$ cat config.mk
export PLATFORM = sky130hd
export DESIGN_NAME = dca_matrix_lsu_txn_gen_flat
export DESIGN_NICKNAME = d
export VERILOG_FILES = /design/src/rtl/dca_matrix_lsu_txn_gen_if.sv /design/src/rtl/dca_matrix_lsu_txn_gen.sv /design/src/flat_wrapper.sv
export SDC_FILE = /design/constraint.sdc
export NUM_CORES = 1
export LEC_CHECK = 0
export ABC_CLOCK_PERIOD_IN_PS = 17000
export CAP_MARGIN = 5
export CORE_MARGIN = 1
export CORE_UTILIZATION = 55
export CTS_CLUSTER_DIAMETER = 200
export DETAILED_ROUTE_END_ITERATION = 8
export GPL_TIMING_DRIVEN = 0
export PLACE_DENSITY = 0.79
export SLEW_MARGIN = 10
export SYNTH_ARGS = -nofsm -noshare
export SYNTH_HDL_FRONTEND = slang
export SYNTH_SLANG_ARGS = --single-unit
$ cat constraint.sdc
create_clock -name clk -period 17 [get_ports clk]
set_input_delay 3.4 -clock clk [delete_from_list [all_inputs] [get_ports clk]]
set_output_delay 3.4 -clock clk [all_outputs]
set_load 0.01 [all_outputs]
$ cat src/rtl/dca_matrix_lsu_txn_gen_if.sv
// Instruction and transaction handshake bundle for the DCA matrix LSU write-path
// transaction generator.
interface dca_matrix_lsu_txn_gen_if #(
   parameter int unsigned BW_AXI_ADDR = 32,
   parameter int unsigned BW_NUM_M1   = 8
);
   localparam int unsigned TXN_W = BW_AXI_ADDR + 3 + 8 + 2;

   logic                   inst_valid;
   logic                   inst_ready;
   logic [BW_AXI_ADDR-1:0] inst_addr;
   logic [BW_AXI_ADDR-1:0] inst_stride;
   logic [BW_NUM_M1-1:0]   inst_num_row_m1;
   logic [BW_NUM_M1-1:0]   inst_num_col_m1;
   logic                   busy;
   logic                   txn_valid;
   logic                   txn_ready;
   logic [TXN_W-1:0]       txn_info;

   modport master (
      output inst_valid, inst_addr, inst_stride, inst_num_row_m1, inst_num_col_m1,
      input  inst_ready, busy,
      input  txn_valid, txn_info,
      output txn_ready
   );

   modport slave (
      input  inst_valid, inst_addr, inst_stride, inst_num_row_m1, inst_num_col_m1,
      output inst_ready, busy,
      output txn_valid, txn_info,
      input  txn_ready
   );
endinterface

$ cat src/rtl/dca_matrix_lsu_txn_gen.sv
// Walks a matrix row by row and emits AXI INCR burst descriptors that respect the
// maximum burst length and 4 KB boundaries, closing each instruction with a null txn.
module dca_matrix_lsu_txn_gen #(
   parameter int unsigned BW_AXI_ADDR   = 32,
   parameter int unsigned BW_AXI_DATA   = 32,
   parameter int unsigned BW_ELEM       = 32,
   parameter int unsigned BW_NUM_M1     = 8,
   parameter int unsigned MAX_BURST_LEN = 16
) (
   input logic                     clk,
   input logic                     rst,
   dca_matrix_lsu_txn_gen_if.slave bus
);
   localparam int unsigned BNW   = BW_NUM_M1 + 6;
   localparam int unsigned BYTES = BW_AXI_DATA / 8;

   typedef enum logic [1:0] {IDLE, BURST, TERM} state_t;

   state_t                 state, state_nxt;
   logic [BW_AXI_ADDR-1:0] cur_addr, row_base, stride, step;
   logic [BW_NUM_M1-1:0]   row_idx, num_row_m1;
   logic [BNW-1:0]         beats_per_row, rem_beats, inst_beats, inst_cols;
   logic [BNW-1:0]         len, rem_after, win_beats;
   logic [12:0]            win_bytes;
   logic [7:0]             alen;
   logic                   hs, row_done;

   always_comb begin
      inst_cols  = BNW'(bus.inst_num_col_m1) + BNW'(1);
      inst_beats = (inst_cols * BNW'(BW_ELEM) + BNW'(BW_AXI_DATA - 1)) / BNW'(BW_AXI_DATA);

      // Beats left before the current address reaches the next 4 KB page.
      win_bytes = 13'd4096 - {1'b0, cur_addr[11:0]};
      win_beats = BNW'(win_bytes / 13'(BYTES));

      len = rem_beats;
      if (len > BNW'(MAX_BURST_LEN)) len = BNW'(MAX_BURST_LEN);
      if (len > win_beats)           len = win_beats;

      alen      = 8'(len - BNW'(1));
      rem_after = rem_beats - len;
      step      = BW_AXI_ADDR'(len) * BW_AXI_ADDR'(BYTES);
      hs        = bus.txn_valid & bus.txn_ready;
      row_done  = (rem_after == '0);
   end

   always_ff @(posedge clk or posedge rst) begin
      if (rst) state <= IDLE;
      else     state <= state_nxt;
   end

   always_comb begin
      state_nxt      = state;
      bus.inst_ready = 1'b0;
      bus.busy       = 1'b1;
      bus.txn_valid  = 1'b0;
      bus.txn_info   = '0;
      case (state)
         IDLE: begin
            bus.inst_ready = 1'b1;
            bus.busy       = 1'b0;
            if (bus.inst_valid) state_nxt = BURST;
         end
         BURST: begin
            bus.txn_valid = 1'b1;
            bus.txn_info  = {1'b0, 1'b0, alen, cur_addr, 3'b000};
            if (hs && row_done && row_idx == num_row_m1) state_nxt = TERM;
         end
         TERM: begin
            bus.txn_valid = 1'b1;
            bus.txn_info  = {1'b1, 1'b1, 8'd0, {(BW_AXI_ADDR + 3){1'b0}}};
            if (hs) state_nxt = IDLE;
         end
         default: state_nxt = IDLE;
      endcase
   end

   always_ff @(posedge clk or posedge rst) begin
      if (rst) begin
         cur_addr      <= '0;
         row_base      <= '0;
         stride        <= '0;
         row_idx       <= '0;
         num_row_m1    <= '0;
         beats_per_row <= '0;
         rem_beats     <= '0;
      end else begin
         case (state)
            IDLE: begin
               if (bus.inst_valid) begin
                  cur_addr      <= bus.inst_addr;
                  row_base      <= bus.inst_addr;
                  stride        <= bus.inst_stride;
                  num_row_m1    <= bus.inst_num_row_m1;
                  row_idx       <= '0;
                  beats_per_row <= inst_beats;
                  rem_beats     <= inst_beats;
               end
            end
            BURST: begin
               if (hs) begin
                  if (row_done && row_idx != num_row_m1) begin
                     row_idx   <= row_idx + BW_NUM_M1'(1);
                     row_base  <= row_base + stride;
                     cur_addr  <= row_base + stride;
                     rem_beats <= beats_per_row;
                  end else begin
                     cur_addr  <= cur_addr + step;
                     rem_beats <= rem_after;
                  end
               end
            end
            default: ;
         endcase
      end
   end
endmodule

$ cat src/flat_wrapper.sv
// flat-port wrapper written by rule: the top's interface ports become plain ports
module dca_matrix_lsu_txn_gen_flat 
#(
   parameter int unsigned BW_AXI_ADDR   = 32,
   parameter int unsigned BW_AXI_DATA   = 32,
   parameter int unsigned BW_ELEM       = 32,
   parameter int unsigned BW_NUM_M1     = 8,
   parameter int unsigned MAX_BURST_LEN = 16
)
  (clk, rst, bus_inst_valid, bus_inst_addr, bus_inst_stride, bus_inst_num_row_m1, bus_inst_num_col_m1, bus_inst_ready, bus_busy, bus_txn_valid, bus_txn_info, bus_txn_ready);
  dca_matrix_lsu_txn_gen_if #(.BW_AXI_ADDR(BW_AXI_ADDR), .BW_NUM_M1(BW_NUM_M1)) bus_i ();
  input logic clk;
  input logic rst;
  input wire logic [$bits(bus_i.inst_valid)-1:0] bus_inst_valid;
  input wire logic [$bits(bus_i.inst_addr)-1:0] bus_inst_addr;
  input wire logic [$bits(bus_i.inst_stride)-1:0] bus_inst_stride;
  input wire logic [$bits(bus_i.inst_num_row_m1)-1:0] bus_inst_num_row_m1;
  input wire logic [$bits(bus_i.inst_num_col_m1)-1:0] bus_inst_num_col_m1;
  output wire logic [$bits(bus_i.inst_ready)-1:0] bus_inst_ready;
  output wire logic [$bits(bus_i.busy)-1:0] bus_busy;
  output wire logic [$bits(bus_i.txn_valid)-1:0] bus_txn_valid;
  output wire logic [$bits(bus_i.txn_info)-1:0] bus_txn_info;
  input wire logic [$bits(bus_i.txn_ready)-1:0] bus_txn_ready;
  assign bus_i.inst_valid = bus_inst_valid;
  assign bus_i.inst_addr = bus_inst_addr;
  assign bus_i.inst_stride = bus_inst_stride;
  assign bus_i.inst_num_row_m1 = bus_inst_num_row_m1;
  assign bus_i.inst_num_col_m1 = bus_inst_num_col_m1;
  assign bus_inst_ready = bus_i.inst_ready;
  assign bus_busy = bus_i.busy;
  assign bus_txn_valid = bus_i.txn_valid;
  assign bus_txn_info = bus_i.txn_info;
  assign bus_i.txn_ready = bus_txn_ready;
  dca_matrix_lsu_txn_gen #(.BW_AXI_ADDR(BW_AXI_ADDR), .BW_AXI_DATA(BW_AXI_DATA), .BW_ELEM(BW_ELEM), .BW_NUM_M1(BW_NUM_M1), .MAX_BURST_LEN(MAX_BURST_LEN)) u_core (.clk(clk), .rst(rst), .bus(bus_i));
endmodule
Word level (Yosys, flattened, before mapping)
Cells that the tools add are included.
Widths: inputs -> output; s select.
- add/sub/neg operators: 8
- magnitude comparators: 2
- eq/ne operators: 9
- mux-type cells: 25
- bitwise gates (word level): 1
- reduce and logical (&&, ||, !) cells: 11
- operators by type and width (kind ; count):
    $mux 32 ; 5
    $pmux 32 s2 ; 2
    $pmux 45 s2 ; 1
    $mux 14 ; 5
    $add 32x16->32 ; 1
    $add 32x32->32 ; 1
    $pmux 14 s2 ; 1
    $mux 8 ; 3
    $pmux 8 s2 ; 1
    $add 14x5->14 const B ; 1
    $gt 14x11->1 ; 1
    $gt 14x5->1 const B ; 1
    $logic_not 14->1 ; 1
    $sub 14x14->14 ; 1
    $sub 13x12->13 const A ; 1
    $add 8x1->9 const B ; 1
    $add 8x1->8 const B ; 1
    $eq 8x8->1 ; 1
    $ne 2x1->1 const B ; 4
    $ne 8x8->1 ; 1
    $sub 8x1->8 const B ; 1
    $mux 2 ; 3
    $pmux 2 s3 ; 1
    $reduce_and 3->1 ; 2
    11 further kinds ; 15
- flip-flop bits (word level): 137
- output and inout port bits: 48

Longest topological paths before layout
Gate-level depths: netlist (run 1).
- word-level depth: 10
- depth in mapped cells: 31
- depth with buffers taken out: 26

Least setup slack after synthesis (run 1)
No wires, ideal clock.
- kind: register to output
- start point: reg u_core.cur_addr[3]
- end point: out bus_txn_info[41]
- data arrival time: 4.963 ns
- required time: 13.600 ns
- path slack: 8.637 ns
- stages on the path, launching flop included: 22
- buffers on the path: 4
- path through: dfrtp_1 > or4_1 > buf_2 > or2_2 > or4_1 > clkbuf_1 > nor3_1 > xor2_1 > ha_1 > nand3_1 > or4_1 > buf_2 > o311a_1 > nor2_1 > clkbuf_1 > o21ai_0 > inv_1 > ha_1 > and3_1 > nand3_1 > xnor2_1 > nor2_1
- longest elaborated chain between the ends: 5
- RTL lines (item ; line ; RTL):
    from (decl) ; dca_matrix_lsu_txn_gen.sv:20 ; logic [BW_AXI_ADDR-1:0] cur_addr, row_base, stride, step;
    from (signal assigned) ; dca_matrix_lsu_txn_gen.sv:91 ; cur_addr <= bus.inst_addr;
    from (signal assigned) ; dca_matrix_lsu_txn_gen.sv:105 ; cur_addr <= row_base + stride;
    from (signal assigned) ; dca_matrix_lsu_txn_gen.sv:108 ; cur_addr <= cur_addr + step;
    $sub 13x12->13 (*) ; dca_matrix_lsu_txn_gen.sv:33 ; win_bytes = 13'd4096 - {1'b0, cur_addr[11:0]};
    $gt 14x11->1 ; dca_matrix_lsu_txn_gen.sv:38 ; if (len > win_beats) len = win_beats;
    $mux 14 (*) ; dca_matrix_lsu_txn_gen.sv:38 ;
    $sub 8x1->8 (*) ; dca_matrix_lsu_txn_gen.sv:40 ; alen = 8'(len - BNW'(1));
    $pmux 45 s2 (*) ; dca_matrix_lsu_txn_gen.sv:58 ; case (state)
    to (decl) ; flat_wrapper.sv:22 ; output wire logic [$bits(bus_i.txn_info)-1:0] bus_txn_info;
Every way passes the cells marked *; elsewhere a longest branch is shown, timed or not.

Final worst setup path (run 1)
Same ends and word-level chain as after synthesis.

==> results of run 1 <==
worst max-delay path by stage:
| stage | to | slack (ns) |
|---|---|---|
| after floorplan | bus_txn_info[41] | 8.64 |
| after global placement | bus_txn_info[41] | 7.57 |
| after detailed placement | bus_txn_info[41] | 7.57 |
| after CTS | bus_txn_info[41] | 7.09 |
| after global routing | bus_txn_info[41] | 6.65 |
| final | bus_txn_info[41] | 7.03 |
metal layers:
| metal | wire length, um | track usage |
|---|---|---|
| met1 | 13500 | 0.459 |
| met2 | 15300 | 0.562 |
| met3 | 3200 | 0.0609 |
| met4 | 1460 | 0.193 |
| met5 | 0 | 0 |
power groups by stage:
stage / Combinational, W / Sequential, W / Clock, W
after floorplan: 0.00149 / 0.000576 / 0
after global routing: 0.00228 / 0.000636 / 0.000427
after global placement: 0.00199 / 0.000612 / 0
final: 0.00210 / 0.000618 / 0.000414
after detailed placement: 0.00202 / 0.000616 / 0
after CTS: 0.00204 / 0.000613 / 0.000415
critical path: cells and delay by family, from the launching register on:
kind	cells	cell delay, ns
simple gates	10	2.78
buf+inv	6	1.65
compound gates	2	0.53
flops	1	0.46
xor+xnor	2	0.37
fa+ha+maj	2	0.37
Yosys cell counts (all sizes together), types with 8 or more instances:
master	instances
a21o	27
nand4	12
o31ai	13
o21a	10
and2	31
nand3	35
nand2b	10
a2bb2oi	8
nor2	95
ha	74
o21ai	62
o22ai	18
mux2	51
xnor2	48
and3	18
nor3	27
a21oi	85
a211o	9
o211ai	8
clkbuf	39
a211oi	20
nand2	97
buf	14
nor2b	9
a31oi	21
dfrtp	137
inv	55
nor4	10
xor2	24
cells in the final DEF, fill, tap and decap left out, types with 10 or more instances in the layout:
| master | n |
|---|---|
| a211oi_1 | 20 |
| a21o_1 | 27 |
| a21oi_1 | 84 |
| a31oi_1 | 21 |
| and2_1 | 30 |
| and3_1 | 18 |
| clkbuf_1 | 39 |
| clkbuf_16 | 17 |
| clkdlybuf4s50_1 | 128 |
| conb_1 | 14 |
| dfrtp_1 | 137 |
| ha_1 | 74 |
| inv_1 | 53 |
| mux2_2 | 47 |
| nand2_1 | 96 |
| nand2b_1 | 10 |
| nand3_1 | 35 |
| nand4_1 | 11 |
| nor2_1 | 94 |
| nor3_1 | 25 |
| nor4_1 | 10 |
| o21a_1 | 10 |
| o21ai_0 | 51 |
| o21ai_1 | 10 |
| o22ai_1 | 18 |
| o31ai_1 | 13 |
| xnor2_1 | 48 |
| xor2_1 | 24 |
logic make-up (layout without fill, tap and decap cells):
logic type	Yosys count	after routing	share of synthesized area
XOR/XNOR	72	72	0.0605
adder cells (fa/ha/maj)	77	77	0.0946
AO/OA/AOI/OAI	365	365	0.238
other	2	14	0.000721
AND/OR/NAND/NOR	371	371	0.174
flip-flops	137	137	0.329
buffers and inverters	109	269	0.0432
multiplexers	56	56	0.0599
final cells by class:
| cell class | count | area [sq um] |
|---|---|---|
| Buffer | 53 | 238 |
| Clock buffer | 17 | 425 |
| Clock inverter | 14 | 220 |
| Fill cell | 1441 | 5560 |
| Inverter | 56 | 218 |
| Multi-Input combinational cell | 955 | 6590 |
| Sequential cell | 137 | 3430 |
| Tap cell | 229 | 287 |
| Timing Repair Buffer | 129 | 1310 |
sequential cells by signal, summed over array words and instances, names as in the netlist:
| register | count |
|---|---|
| u_core.beats_per_row | 9 |
| u_core.rem_beats | 14 |
| u_core.row_idx | 8 |
| u_core.stride | 32 |
| u_core.row_base | 32 |
| u_core.num_row_m1 | 8 |
| u_core.state | 2 |
| u_core.cur_addr | 32 |
per-stage QoR:
step                      cells  utilization  setup slack [ns]
final                      1590        0.696              7.03
after detailed placement   1559        0.661              7.57
after global routing       1590        0.696              6.65
after global placement     1558        0.659              7.57
after CTS                  1590        0.696              7.09
after floorplan            1201            -              8.64
==> metrics.md, run 1 <==
| Metric | Value |
|---|---|
| Status | `completed` |
| Slowest cell on crit path | `clkdlybuf4s50_1` |
| Hold Crit Start | `u_core.row_base[0]` |
| Synth unique cells | `84` |
| CP peak stage delay | `0.56 ns` |
| Detail Placement HPWL | `25100 um` |
| Area leader, netlist | `dfrtp_1` |
| Fraction of layout cells with a size suffix above 1 | `0.0808` |
| Max VDD drop | `0.117 mV` |
| CP Capture Type | `output pin` |
| Core area | `18300 sq um` |
| Iteration-0 DRC Markers | `1090` |
| Slew margin rel. | `0.412` |
| Setup slack, reg-to-reg | `7.78 ns` |
| Die Y | `140 um` |
| Sequential share of power | `0.197` |
| Setup crit start kind | `flip-flop` |
| Setup Viol. Count Final | `0` |
| Final WL | `33400 um` |
| Critical Path RT | `13.60 ns` |
| H-tree Lvls | `4` |
| Post-route cell area | `12700 sq um` |
| Port Buf Inserts | `128` |
| Global Route Usage Sum | `0.353` |
| Via count | `10300` |
| Worst setup path class | `flip-flop to output pin` |
| Worst path most repeated cell | `or4_1` |
| Pwr dens | `246 nW/um^2` |
| Gp weighted congestion | `0.948` |
| Reg-to-Reg Start | `u_core.cur_addr[3]` |
| Critical-path cell list | `or4_1 -> buf_2 -> or2_2 -> or4_1 -> clkbuf_1 -> nor3_1 -> xor2_1 -> ha_1 -> nand3_1 -> or4_1 -> buf_2 -> o311a_1 -> nor2_1 -> clkbuf_1 -> o21ai_0 -> inv_1 -> ha_1 -> and3_1 -> nand3_1 -> xnor2_1 -> nor2_1 -> clkdlybuf4s50_1` |
| Fin Setup TNS | `0 ns` |
| Vias in the first global route | `10100` |
| DRC Markers | `0` |
| Ys flop type | `dfrtp_1` |
| Ys Warns | `0` |
| Final Cycle Share | `0.586` |
| Post-CTS Hold Fix Bufs | `0` |
| Clock Latency Late Sink | `0.43 ns` |
| Row Count | `49` |
| P_sw | `0.00151 W` |
| Wire length per cell | `21.0 um` |
| Initial core utilization | `0.570` |
| Initial DRT Pass Iterations | `6` |
| Area growth, synth to finish | `22.0%` |
| HP Class | `flip-flop to flip-flop` |
| I/O pin count | `132` |
| Root Driver | `clkbuf_16` |
| Die Wd | `140 um` |
| Drt via density | `6.47` |
| Critical Path Start | `u_core.cur_addr[3]` |
| Largest net degree at the start of global routing | `75` |
| Clk_skew | `0.0138 ns` |
| Clock share of power | `0.132` |
| First-pass GRT wire length | `53300 um` |
| Final hold violations | `0` |
| Clock Tree Buf Depth | `2` |
| CTS Sinks | `137` |
| Ys async rst share | `1.00` |
| DIE AREA | `19500 sq um` |
| Post-synth top area share | `0.329` |
| Cell count after synthesis | `1189` |
| Slew @ Worst Pin | `0.871 ns` |
| Design Power | `0.00313 W` |
| RSZ-0062 raised after global routing | `no` |
| Int Power | `0.00162 W` |
| WHS Endpoint | `u_core.row_base[0]` |
| N_diodes | `0` |
| Sw Share | `0.483` |
| Initial antenna violation count | `0` |
| Average size of a mapped cell | `8.77 sq um` |
| Fin Hold WS | `0.496 ns` |
| NumNets Final | `1510` |
| Crit path max fanout | `10` |
| Fin. max-slew vios | `0` |
| Mapped Area | `10400 sq um` |
| R2R Path End | `u_core.cur_addr[13]` |
| LEAKAGE | `5.48 nW` |
| Worst R2R Path Depth | `30` |
| CTS tree | `built` |
| Max-cap violation count | `0` |
| Number of synthesized register bits | `137` |
| Antenna-violating nets left | `0` |
| Comb pwr share | `0.670` |
| Peak Freq | `100 MHz` |
| Placed standard-cell area | `12100 sq um` |
| Number of synthesized flops with an enable pin | `0` |
| Minimum clock period | `9.97 ns` |
| Sequential element share of the synthesized area | `0.329` |
| GRT overflow | `0` |
| Postcts setup bufs | `0` |
| Post-cts resize count | `0` |
| Total CTS buffers | `17` |
| Top post-synthesis cells by area | `dfrtp_1 33%, ha_1 8.9%, mux2_2 5.1%` |
| Clock transition at path regs | `0.06 ns` |
| Worst endpoint data arrival time | `6.57 ns` |
| Hold path cells | `1` |
Note: power is estimated with default switching activity, not from simulation.
==> run 2, diff against run 1 <==
- ABC_CLOCK_PERIOD_IN_PS: 17000 -> 9000
- CORE_UTILIZATION: 55 -> 52
- clock period: 17 -> 9 ns (I/O delays scaled with it)
==> run 2 against run 1 <==
  * Sequential power increased by 89%
  * Clock power is 72% higher
  * First-iteration DRC count fell by 22%
  * Sequential cell count stayed put
  * Worst hold slack lost 0.0060 ns
  * Register-to-register slack worse by 7.4 ns
  * Critical path depth grew 8
  * Via count decreased by 0.55%
  * Global-route usage is 1.5 points lower
  * Die area increased by 5.7%
  * Power is 87% higher
  * Critical path type is now flip-flop to flip-flop
  * Largest power group unchanged
  * Highest routed layer unchanged
==> metrics.md, run 2 (synthesis gave the netlist of run 1 again) <==
| Metric | Value |
|---|---|
| Setup crit start kind | `flip-flop` |
| Detail Placement HPWL | `25400 um (+1.3%)` |
| Largest net degree at the start of global routing | `70 (-6.7%)` |
| Fraction of layout cells with a size suffix above 1 | `0.0880 (+0.00715)` |
| RSZ-0062 raised after global routing | `yes` |
| Initial antenna violation count | `0 (unchanged)` |
| Clk_skew | `0.0124 ns (-0.00143 ns)` |
| First-pass GRT wire length | `52800 um (-0.90%)` |
| N_diodes | `0 (unchanged)` |
| Crit path max fanout | `10 (unchanged)` |
| Iteration-0 DRC Markers | `852 (-22%)` |
| R2R Path End | `u_core.row_base[30]` |
| DRC Markers | `0 (unchanged)` |
| Slew @ Worst Pin | `1.09 ns (+0.223 ns)` |
| Max-cap violation count | `0 (unchanged)` |
| Final WL | `33800 um (+1.0%)` |
| Via count | `10200 (-0.55%)` |
| Final worst slack | `0.366 ns (-6.67 ns)` |
| Worst setup path class | `flip-flop to flip-flop` |
| CP Capture Type | `flip-flop` |
| LEAKAGE | `5.45 nW (-0.47%)` |
| Placed cells | `1595 (+2.3%)` |
| Commonest non-fill, non-tap cell in the layout | `dfrtp_1` |
| Initial DRT Pass Iterations | `5 (-1)` |
| Gp weighted congestion | `0.923 (-2.7%)` |
| Fin. max-slew vios | `0 (unchanged)` |
| Global Route Usage Sum | `0.338 (-0.0151)` |
| Worst endpoint data arrival time | `8.94 ns (+2.37 ns)` |
| Total CTS buffers | `17 (unchanged)` |
| H-tree Lvls | `4 (unchanged)` |
| Fillers | `1690 (+17%)` |
| Clock Tree Buf Depth | `2 (unchanged)` |
| Initial core utilization | `0.534 (-0.0367)` |
| Setup slack, reg-to-reg | `0.37 ns (-7.41 ns)` |
| Setup Viol. Count Final | `0 (unchanged)` |
| GRT overflow | `0 (unchanged)` |
| I/O pin count | `132 (unchanged)` |
| Post-CTS Hold Fix Bufs | `0 (unchanged)` |
| Clock transition at path regs | `0.06 ns (about the same)` |
| Final Cycle Share | `0.959` |
| Peak Freq | `116 MHz` |
| Area growth, synth to finish | `22.4%` |
| DIE AREA | `20600 sq um (+5.7%)` |
| Register area | `3430 sq um (unchanged)` |
| Final hold violations | `0 (unchanged)` |
| Biggest regs | `u_core.cur_addr: 32 flops, u_core.row_base: 32 flops, u_core.stride: 32 flops` |
| Worst setup path endpoint | `u_core.row_base[30]` |
| Clock Latency Late Sink | `0.43 ns (about the same)` |
| Most frequent cells in the layout | `137 x dfrtp_1, 128 x clkdlybuf4s50_1, 96 x nand2_1` |
| Die Wd | `144 um (+2.8%)` |
| Slew margin rel. | `0.262 (-0.151)` |
| Critical Path RT | `9.30 ns (-4.30 ns)` |
| NumNets Final | `1513 (+0.20%)` |
| Utilization after layout | `0.653 (-0.0424)` |
| Multi-input logic area | `6610 sq um (+0.34%)` |
| Die Y | `144 um (+2.8%)` |
| Reg-to-Reg Start | `u_core.cur_addr[3]` |
| CTS tree | `built` |
| Layout Cells excl Fill | `1629 (+2.5%)` |
| Antenna-violating nets left | `0 (unchanged)` |
| Vias in the first global route | `9877 (-1.8%)` |
| Core area | `19500 sq um (+6.9%)` |
| Wire length per cell | `20.7 um (-1.4%)` |
| Pre-CTS setup slack | `-0.201 ns (-7.77 ns)` |
| Status | `completed` |
| Fin Hold WS | `0.490 ns (-0.00601 ns)` |
| Slowest cell on crit path | `or4_1` |
| Root Driver | `clkbuf_16` |
| Port Buf Inserts | `128 (unchanged)` |
| Drt via density | `6.28 (-2.9%)` |
| Max VDD drop | `0.216 mV (+85%)` |
| Minimum clock period | `8.63 ns` |
| Worst R2R Path Depth | `30 (unchanged)` |
| CTS Sinks | `137 (unchanged)` |
| CP peak stage delay | `0.52 ns (-0.04 ns)` |
| Pwr dens | `460 nW/um^2 (+87%)` |
| Critical Path Start | `u_core.cur_addr[3]` |
| Row Count | `51 (+4.1%)` |
| HP Class | `flip-flop to flip-flop` |
run 2: changes by cell type in the layout (fill, tap and decap cells not counted), moves of 2 or more:
| cell | delta |
|---|---|
| clkinvlp_4 | +7 |
| clkbuf_1 | -3 |
| o22ai_1 | -2 |
| o22ai_2 | +2 |
| bufinv_16 | -3 |
| clkinv_4 | -2 |
| clkbuf_2 | +3 |
| clkinv_2 | -2 |
| buf_4 | +2 |
run 2: power breakdown:
| part | switching (W) | internal, W | total (W) | leakage [nW] |
|---|---|---|---|---|
| sequential | 0.000251 | 0.000920 | 0.00117 | 1.63 |
| clock | 0.000297 | 0.000415 | 0.000712 | 0.259 |
| combinational | 0.00232 | 0.00166 | 0.00398 | 3.56 |
run 2: repair_timing:
item                       CTS  global route
buffers inserted             0             3
pin swaps                    0             2
resized for setup            3             9
setup endpoints to repair   52            81
run 2: layer usage:
layer	vias to the layer above	GRT usage	wire length (um)	share of wire
met4	0	0.161	1380	0.041
met1	4909	0.433	14300	0.42
met5	-	0	0	0
li1	4699	-	-	-
met2	521	0.550	15500	0.46
met3	99	0.0633	2630	0.078
run 2: cell type report:
class | instances | share of cell area
inverter | 56 | 0.0171
tap | 265 | 0.0260
clock inverter | 13 | 0.0115
multi-input combinational | 955 | 0.518
sequential | 137 | 0.269
clock buffer | 18 | 0.0344
buffer | 53 | 0.0189
timing repair buffer | 132 | 0.105
run 2: worst min path at each step:
stage                            start                       to  slack (ns)  cells past startpoint
2_1_floorplan  u_core.beats_per_row[0]  u_core.beats_per_row[0]        0.45                      2
3_3_place_gp   u_core.beats_per_row[0]  u_core.beats_per_row[0]        0.46                      2
3_5_place_dp   u_core.beats_per_row[2]  u_core.beats_per_row[2]        0.47                      2
4_1_cts        u_core.beats_per_row[2]  u_core.beats_per_row[2]        0.49                      2
5_1_grt        u_core.beats_per_row[2]  u_core.beats_per_row[2]        0.50                      2
6_report       u_core.beats_per_row[2]  u_core.beats_per_row[2]        0.49                      2
run 2: critical path: cells and delay by family, from the launching register on:
kind,cells,cell delay (ns)
simple gates,11,3.20
compound gates,10,2.67
buf+inv,6,1.29
fa+ha+maj,2,0.64
flops,1,0.45
xor+xnor,1,0.24
run 2: through the flow:
step | power, W | area [sq um] | TNS [ns]
floorplan | 0.00389 | 10500 | 0
global placement | 0.00492 | 12100 | -1.92
detailed placement | 0.00499 | 12100 | -1.26
CTS | 0.00573 | 12700 | 0
global route | 0.00625 | 12800 | -0.00302
finish | 0.00587 | 12800 | 0
